--- src/rtl/pmod_jstk_responder.sv ---
// pmod_jstk_responder: PmodJSTK-side SPI slave answering the 5-byte joystick frame.
// Reports X/Y/buttons on MISO and decodes the LED command byte from MOSI. Rev 1.0
`default_nettype none

module pmod_jstk_responder #(
   parameter logic [5:0] CMD_PREFIX = 6'b100000
) (
   input  logic       clk,
   input  logic       clr,
   input  logic [9:0] x_pos,
   input  logic [9:0] y_pos,
   input  logic [2:0] btn,
   input  logic       SS,
   input  logic       SCLK,
   input  logic       MOSI,
   output logic       MISO,
   output logic [1:0] led_cmd,
   output logic       cmd_valid,
   output logic       busy,
   output logic       frame_done,
   output logic       frame_err
);

   typedef enum logic [1:0] {
      IDLE  = 2'd0,
      LOAD  = 2'd1,
      SHIFT = 2'd2,
      DONE  = 2'd3
   } state_t;

   state_t      state;
   state_t      state_next;

   logic [2:0]  ss_sync;
   logic [2:0]  sclk_sync;
   logic [1:0]  mosi_sync;
   logic        ss_fall;
   logic        ss_rise;
   logic        sclk_rise;
   logic        sclk_fall;
   logic        mosi_s;

   logic [38:0] tx;
   logic [7:0]  rx;
   logic [5:0]  bit_cnt;
   logic [39:0] frame_word;
   logic [7:0]  rx_next;

   // Syncs clear to 0 so a reset with SS held low never fakes a falling edge.
   always_ff @(posedge clk) begin
      if (clr) begin
         ss_sync   <= 3'b000;
         sclk_sync <= 3'b000;
         mosi_sync <= 2'b00;
      end else begin
         ss_sync   <= {ss_sync[1:0], SS};
         sclk_sync <= {sclk_sync[1:0], SCLK};
         mosi_sync <= {mosi_sync[0], MOSI};
      end
   end

   assign ss_fall   = ~ss_sync[1] &  ss_sync[2];
   assign ss_rise   =  ss_sync[1] & ~ss_sync[2];
   assign sclk_rise =  sclk_sync[1] & ~sclk_sync[2];
   assign sclk_fall = ~sclk_sync[1] &  sclk_sync[2];
   assign mosi_s    =  mosi_sync[1];

   assign frame_word = {x_pos[7:0], 6'b0, x_pos[9:8],
                        y_pos[7:0], 6'b0, y_pos[9:8],
                        5'b0, btn};
   assign rx_next    = {rx[6:0], mosi_s};

   always_ff @(posedge clk) begin
      if (clr) begin
         state <= IDLE;
      end else begin
         state <= state_next;
      end
   end

   always_comb begin
      state_next = state;
      busy       = 1'b0;
      frame_done = 1'b0;
      frame_err  = 1'b0;
      case (state)
         IDLE: begin
            if (ss_fall) begin
               state_next = LOAD;
            end
         end
         LOAD: begin
            busy       = 1'b1;
            state_next = SHIFT;
         end
         SHIFT: begin
            busy = 1'b1;
            if (ss_rise) begin
               state_next = DONE;
            end
         end
         DONE: begin
            frame_done = (bit_cnt == 6'd40);
            frame_err  = (bit_cnt != 6'd40);
            state_next = IDLE;
         end
         default: state_next = IDLE;
      endcase
   end

   always_ff @(posedge clk) begin
      if (clr) begin
         tx        <= '0;
         rx        <= '0;
         bit_cnt   <= '0;
         MISO      <= 1'b0;
         led_cmd   <= 2'b00;
         cmd_valid <= 1'b0;
      end else begin
         cmd_valid <= 1'b0;
         case (state)
            LOAD: begin
               tx      <= frame_word[38:0];
               MISO    <= frame_word[39];
               rx      <= '0;
               bit_cnt <= '0;
            end
            SHIFT: begin
               // A coincident SS rise wins; the SCLK edge is dropped.
               if (!ss_rise) begin
                  if (sclk_rise) begin
                     rx <= rx_next;
                     if (bit_cnt != 6'd63) begin
                        bit_cnt <= bit_cnt + 6'd1;
                     end
                     if (bit_cnt >= 6'd39) begin
                        MISO <= 1'b0;
                     end
                     if ((bit_cnt == 6'd7) && (rx_next[7:2] == CMD_PREFIX)) begin
                        led_cmd   <= rx_next[1:0];
                        cmd_valid <= 1'b1;
                     end
                  end else if (sclk_fall) begin
                     if (bit_cnt < 6'd40) begin
                        tx   <= {tx[37:0], 1'b0};
                        MISO <= tx[38];
                     end else begin
                        MISO <= 1'b0;
                     end
                  end
               end
            end
            default: MISO <= 1'b0;
         endcase
      end
   end

endmodule

`default_nettype wire

--- config.mk ---
export PLATFORM = sky130hd
export DESIGN_NAME = pmod_jstk_responder
export DESIGN_NICKNAME = d
export VERILOG_FILES = /design/src/rtl/pmod_jstk_responder.sv
export SDC_FILE = /design/constraint.sdc
export NUM_CORES = 1
export LEC_CHECK = 0
export BUFFER_PORTS_ARGS = -buffer_cell sky130_fd_sc_hd__buf_2
export CAP_MARGIN = 20
export CORE_ASPECT_RATIO = 0.8
export CORE_MARGIN = 2
export CORE_UTILIZATION = 58
export DETAILED_ROUTE_END_ITERATION = 10
export MAX_ROUTING_LAYER = met4
export PLACE_DENSITY_LB_ADDON = 0.25
export SLEW_MARGIN = 10
export SYNTH_ARGS = -nofsm -noshare
export SYNTH_HDL_FRONTEND = slang
export SYNTH_SLANG_ARGS = --single-unit
--- constraint.sdc ---
create_clock -name clk -period 2.4 [get_ports clk]
set_input_delay 0 -clock clk [delete_from_list [all_inputs] [get_ports clk]]
set_output_delay 0 -clock clk [all_outputs]
set_load 0.05 [all_outputs]
Yosys cells after proc, flatten, opt, wreduce, memory -nomap -nowiden

Index checks and enable logic that the tools add are counted.

Bits in registers: 66
Input bits: 28
Output and inout bits: 7

Equality and inequality tests: 18
Bitwise gates (word level): 11
Reductions and logical operators: 11
Magnitude comparators: 2
Muxes and demuxes: 25
Add/sub/neg operators: 1

Operators by type and width:

| kind                                                            | number |
|---|---|
| 39-bit two-way mux                                              | 4 |
| 39-bit one-hot mux with 2 select lines                          | 1 |
| 6-bit two-way mux                                               | 3 |
| 2-bit inequality test, second input constant                    | 8 |
| 7-bit two-way mux                                               | 2 |
| 7-bit one-hot mux with 2 select lines                           | 1 |
| 6-bit == test, second input constant                            | 2 |
| 6-bit inequality test, second input constant                    | 2 |
| 6-bit one-hot mux with 2 select lines                           | 1 |
| 1-bit two-way mux                                               | 9 |
| 2-bit one-hot mux with 4 select lines                           | 1 |
| 4-bit AND reduction                                             | 2 |
| 1-bit NOT                                                       | 7 |
| 6-bit by 1-bit adder with 6-bit output, second input constant   | 1 |
| 6-bit by 3-bit == test with 1-bit output, second input constant | 1 |
| 6-bit greater-or-equal comparator, second input constant        | 1 |
| 6-bit less-than comparator, second input constant               | 1 |
| 3-bit inequality test, second input constant                    | 2 |
| 3-bit AND reduction                                             | 2 |
| 5-bit AND reduction                                             | 1 |
| 1-bit AND                                                       | 4 |
| 2-bit == test, second input constant                            | 2 |
| 2-bit two-way mux                                               | 2 |
| 4-bit OR reduction                                              | 1 |
| other kinds (7)                                                 | 7 |

Logic depth before layout (Yosys ltp)

Depth in word-level cells: 6
Depth in mapped cells: 8

Least setup slack after synthesis

OpenSTA, ideal clock, no wires.

Kind: reg2reg
From: register state[0]
To: register rx[3]
Arrival time: 1,905 ps
Path slack: 424 ps
Buffers on the path: 0
Stages on the path, launching flop included: 7
Cells stage by stage: dfxtp_1 inv_1 ha_1 inv_1 nor3_1 nand2_1 a21oi_1

Cells in the longest elaborated chain, start to end: 3

RTL lines:

| element                                                                          | line | source |
|---|---|---|
| from (decl)                                                                      | 31   | `state_t state;` |
| from (signal assigned)                                                           | 77   | `state <= state_next;` |
| 2-bit == test / 2-bit by 1-bit == test with 1-bit output (equally long branches) | 121  | `case (state)` |
| 2-bit inequality test (no line) / 2-bit nonzero test (equally long branches)     | --   |  |
| 3-bit AND reduction (no line)                                                    | --   |  |
| to (signal assigned)                                                             | 132  | `rx <= rx_next;` |
| to (decl)                                                                        | 44   | `logic [7:0] rx;` |

Several ways; a longest one is shown, not always the timed one.
A chain may end at the register's enable or synchronous reset.

Worst setup path after layout

From: register state[0]
To: register tx[18]

Cells in the longest elaborated chain, start to end: 3

RTL lines:

| element                                                                          | line | source |
|---|---|---|
| 2-bit == test / 2-bit by 1-bit == test with 1-bit output (equally long branches) | 121  |  |
| 2-bit inequality test (no line) / 2-bit nonzero test (equally long branches)     | --   |  |
| 5-bit AND reduction (no line)                                                    | --   |  |
| to (signal assigned)                                                             | 123  | `tx <= frame_word[38:0];` |
| to (signal assigned)                                                             | 145  | `tx <= {tx[37:0], 1'b0};` |
| to (decl)                                                                        | 43   | `logic [38:0] tx;` |

Several ways; a longest one is shown, not always the timed one.

==> run_summary.xml <==
<?xml version="1.0" encoding="UTF-8"?>
<metrics>
  <group name="route">
    <metric name="num_vias" unit="">2349</metric>
    <metric name="wire_per_inst" unit="microns">13.5</metric>
    <metric name="number_of_drc_markers_in_iteration_0" unit="">115</metric>
    <metric name="drc_errors" unit="">0</metric>
    <metric name="met1_length" unit="mm">2.85</metric>
    <metric name="detail_route.wirelength" unit="mm">5.80</metric>
    <metric name="top_signal_layer_used" unit="">met4</metric>
    <metric name="met3RoutedLength" unit="microns">286</metric>
    <metric name="firstDrtPassIters" unit="">5</metric>
    <metric name="routed_length_on_met2" unit="mm">2.58</metric>
    <metric name="ant_nets" unit="">0</metric>
    <metric name="post_drt_via_cell_ratio" unit="">5.49</metric>
  </group>
  <group name="cells_and_area">
    <metric name="area.growth.synth_to_final" unit="%">14.4</metric>
    <metric name="layout.filler_cells" unit="">392</metric>
    <metric name="drive_gt1_share" unit="%">22.1</metric>
    <metric name="multiInputGateArea" unit="sq um">1550</metric>
    <metric name="final-seq-area" unit="sq um">1320</metric>
    <metric name="number_of_antenna_repair_diodes" unit="">0</metric>
    <metric name="fin_nets" unit="">398</metric>
  </group>
  <group name="synthesis">
    <metric name="syn_area" unit="sq um">3030</metric>
    <metric name="synth.ff_latch_count" unit="">66</metric>
    <metric name="postSynth.topFlopCell" unit="">dfxtp_1</metric>
    <metric name="synthTopCellsByCount" unit="">dfxtp_1, nand2_1, a21oi_1</metric>
    <metric name="netlist.area_leader.share" unit="%">43.7</metric>
    <metric name="synthDistinctLibCells" unit="">40</metric>
    <metric name="most_numerous_cell_in_the_yosys_netlist" unit="">dfxtp_1</metric>
    <metric name="syn_area_per_cell" unit="sq um">9.26</metric>
    <metric name="synth_area_leader_cell" unit="">dfxtp_1</metric>
    <metric name="synth_enable_flop_cells" unit="">0</metric>
    <metric name="seq_area_frac_synth" unit="%">43.7</metric>
    <metric name="synthesis.nets" unit="">364</metric>
    <metric name="synth_area_leaders" unit="">dfxtp_1, a211oi_2, mux2i_1</metric>
    <metric name="post_synth_inst_count" unit="">327</metric>
    <metric name="ys.warnings.count" unit="">0</metric>
    <metric name="proportion_of_synthesized_flip_flops_having_asynchronous_set_or_reset" unit="%">0</metric>
  </group>
  <group name="critical_path">
    <metric name="required" unit="ns">2.66</metric>
    <metric name="worstPathArrival" unit="ns">2.18</metric>
    <metric name="critical_path_class" unit="">reg -&gt; reg</metric>
    <metric name="critPathCaptureType" unit="">register</metric>
    <metric name="crit_path_start_kind" unit="">register</metric>
    <metric name="timing.critical_path.fanout_max" unit="">59</metric>
  </group>
  <group name="floorplanning">
    <metric name="initial_utilization" unit="%">60.4</metric>
    <metric name="count_of_pins_on_the_block_boundary" unit="">35</metric>
    <metric name="floorplan.die_area" unit="sq um">5820</metric>
    <metric name="design.core.area" unit="sq um">5010</metric>
    <metric name="die_height" unit="microns">68.6</metric>
    <metric name="rows" unit="">23</metric>
    <metric name="die_width" unit="microns">84.8</metric>
  </group>
  <group name="power_and_ir_drop">
    <metric name="power_per_cell_area" unit="nW/um^2">987</metric>
    <metric name="power" unit="uW">3420</metric>
    <metric name="power_switching" unit="uW">1180</metric>
    <metric name="power.leakage" unit="uW">0.00123</metric>
    <metric name="vdd_drop_max" unit="V">0.000633</metric>
    <metric name="clockPowerShare" unit="%">27.6</metric>
    <metric name="netSwitchingFraction" unit="%">34.6</metric>
    <metric name="cell_internal_pwr" unit="uW">2240</metric>
    <metric name="sequentialPowerShare" unit="%">40.5</metric>
    <metric name="combinationalPowerShare" unit="%">31.9</metric>
  </group>
  <group name="global_route">
    <metric name="first_pass_grt_wire_length" unit="mm">9.43</metric>
    <metric name="overall_fraction_of_global_route_tracks_in_use" unit="%">21.6</metric>
    <metric name="grt_pass1_vias" unit="">2063</metric>
    <metric name="antenna_found_initial" unit="">0</metric>
    <metric name="overflow" unit="">0</metric>
    <metric name="maximum_number_of_pins_on_one_net_before_global_route_repair" unit="">60</metric>
  </group>
  <group name="timing">
    <metric name="unrepaired_setup_endpoints_after_global_routing" unit="">no</metric>
    <metric name="period_needed" unit="ns">1.92</metric>
    <metric name="final-max-slew-violation-count" unit="">0</metric>
    <metric name="final.setup_skew" unit="ns">0.00883</metric>
    <metric name="max-slew-margin-rel" unit="%">55.8</metric>
    <metric name="finalHoldViolCount" unit="">0</metric>
    <metric name="fmax" unit="MHz">520</metric>
    <metric name="actual_slew_at_the_worst_max_slew_pin" unit="ns">0.657</metric>
    <metric name="final-setup-viol-count" unit="">0</metric>
    <metric name="timing.final.crit_share" unit="%">80.1</metric>
    <metric name="setup-tns-final" unit="ns">0</metric>
  </group>
  <group name="cts">
    <metric name="tritoncts" unit="">done</metric>
    <metric name="cts_max_path_buffers" unit="">2</metric>
    <metric name="htree_num_levels" unit="">3</metric>
    <metric name="cts.reportedPaths.clkPinSlew" unit="ns">0.07</metric>
    <metric name="clk-insertion-delay-late" unit="ns">0.34</metric>
    <metric name="cts_num_sinks" unit="">66</metric>
    <metric name="post_cts.repair.setup_buffers" unit="">0</metric>
    <metric name="clk_root_buffer_cell" unit="">clkbuf_8</metric>
    <metric name="ctsHoldBuffers" unit="">5</metric>
    <metric name="numCtsBuffers" unit="">9</metric>
    <metric name="post_cts_resized" unit="">0</metric>
  </group>
  <group name="worst_hold_path">
    <metric name="timing.hold.worst.class" unit="">in -&gt; reg</metric>
  </group>
  <group name="job">
    <metric name="timing.max_cap.violations" unit="">0</metric>
  </group>
  <group name="placed_design">
    <metric name="estimated_wirelength_of_the_detail_placed_design" unit="mm">3.79</metric>
    <metric name="port_buffers" unit="">34</metric>
    <metric name="gp_routability_congestion" unit="">0.839</metric>
  </group>
  <group name="status">
    <metric name="outcome" unit="">finished clean</metric>
  </group>
</metrics>
-- placed cells by master (no fill, tap or decap), drive strengths merged --
| cell type | instances |
|---|---|
| a41o | 1 |
| a41oi | 1 |
| nor4bb | 1 |
| o31ai | 1 |
| o21ai | 13 |
| nor3 | 4 |
| a21boi | 1 |
| a211oi | 22 |
| nor2 | 28 |
| nand2b | 3 |
| ha | 9 |
| inv | 10 |
| or3 | 3 |
| or3b | 1 |
| nor4 | 1 |
| and3 | 2 |
| buf | 40 |
| o211a | 1 |
| nand3 | 24 |
| clkinv | 1 |
| nand2 | 34 |
| and4bb | 1 |
| mux2i | 25 |
| dfxtp | 66 |
| clkbuf | 14 |
| a21oi | 32 |
| nor2b | 11 |
| dlygate4sd3 | 5 |
| a32o | 1 |
| a22oi | 1 |
| nor4b | 1 |
| and2 | 2 |
| o211ai | 2 |
| o2111ai | 1 |
| nand4 | 2 |
| bufinv | 1 |
-- metrics by stage --
stage / std cells / util [%] / instance area [sq um] / hold slack, ns / worst slack, ns
after detailed placement: 407 / 64.2 / 3210 / 0.226 / 0.546
after global placement: 407 / 64.2 / 3210 / 0.214 / 0.640
after CTS: 428 / 69.1 / 3460 / 0.0123 / 0.493
after global routing: 428 / 69.1 / 3460 / 0.0181 / 0.342
after floorplan: 327 / - / 3030 / 0.128 / 0.424
final: 428 / 69.1 / 3460 / 0.0223 / 0.478
-- power by group through the flow --
stage	Clock (uW)	Sequential (uW)	Combinational, uW
detailed placement	0	1400	1090
floorplan	0	1380	935
finish	942	1390	1090
CTS	960	1380	1100
global placement	0	1400	1050
global route	1000	1400	1210
-- final cells by class --
cell class / instances / area share [%]
clock inverters: 2 / 1.01
multi-input cells: 229 / 44.8
clock buffers: 14 / 4.70
repair buffers: 45 / 8.02
flip-flops and latches: 66 / 38.2
well taps: 62 / 2.24
inverters: 10 / 1.08
-- kinds of logic (layout without fill, tap and decap cells) --
kind of cell / Yosys count / count (layout) / synth area share (%)
simple gates: 118 / 118 / 18.9
compound gates: 77 / 77 / 20.3
flops: 66 / 66 / 43.7
buf+inv: 32 / 71 / 5.21
mux: 25 / 25 / 8.27
fa+ha+maj: 9 / 9 / 3.72
-- final timing paths --
| check | slack [ns] | cells past startpoint | startpoint | end |
|---|---|---|---|---|
| worst max-delay path | 0.48 | 7 | state[0] | tx[18] |
| worst min-delay path | 0.02 | 3 | y_pos[0] | tx[16] |
| worst max register to register | 0.48 | 7 | state[0] | tx[18] |
| worst min register to register | 0.44 | 1 | ss_sync[0] | ss_sync[1] |
-- registers in the layout, summed over array words and instances (netlist names), 2 cells and up --
| register | flops |
|---|---|
| sclk_sync | 3 |
| mosi_sync | 2 |
| led_cmd | 2 |
| rx | 7 |
| ss_sync | 3 |
| bit_cnt | 6 |
| tx | 39 |
| state | 2 |
-- per-layer routing --
layer  track usage (%)  up-vias
li1                  -     1215
met1              27.8     1073
met2              32.2       51
met3              7.98       10
met4              5.95        0
met5                 -        -
-- critical path, stage by stage, from the launching register on --
cell and delay (ns):
dfxtp_1 0.38, inv_1 0.10, ha_2 0.25, nor2b_1 0.35
a41o_4 0.17, buf_12 0.27, nor2_1 0.10, a211oi_2 0.21
Note: power is estimated with default switching activity, not from simulation.
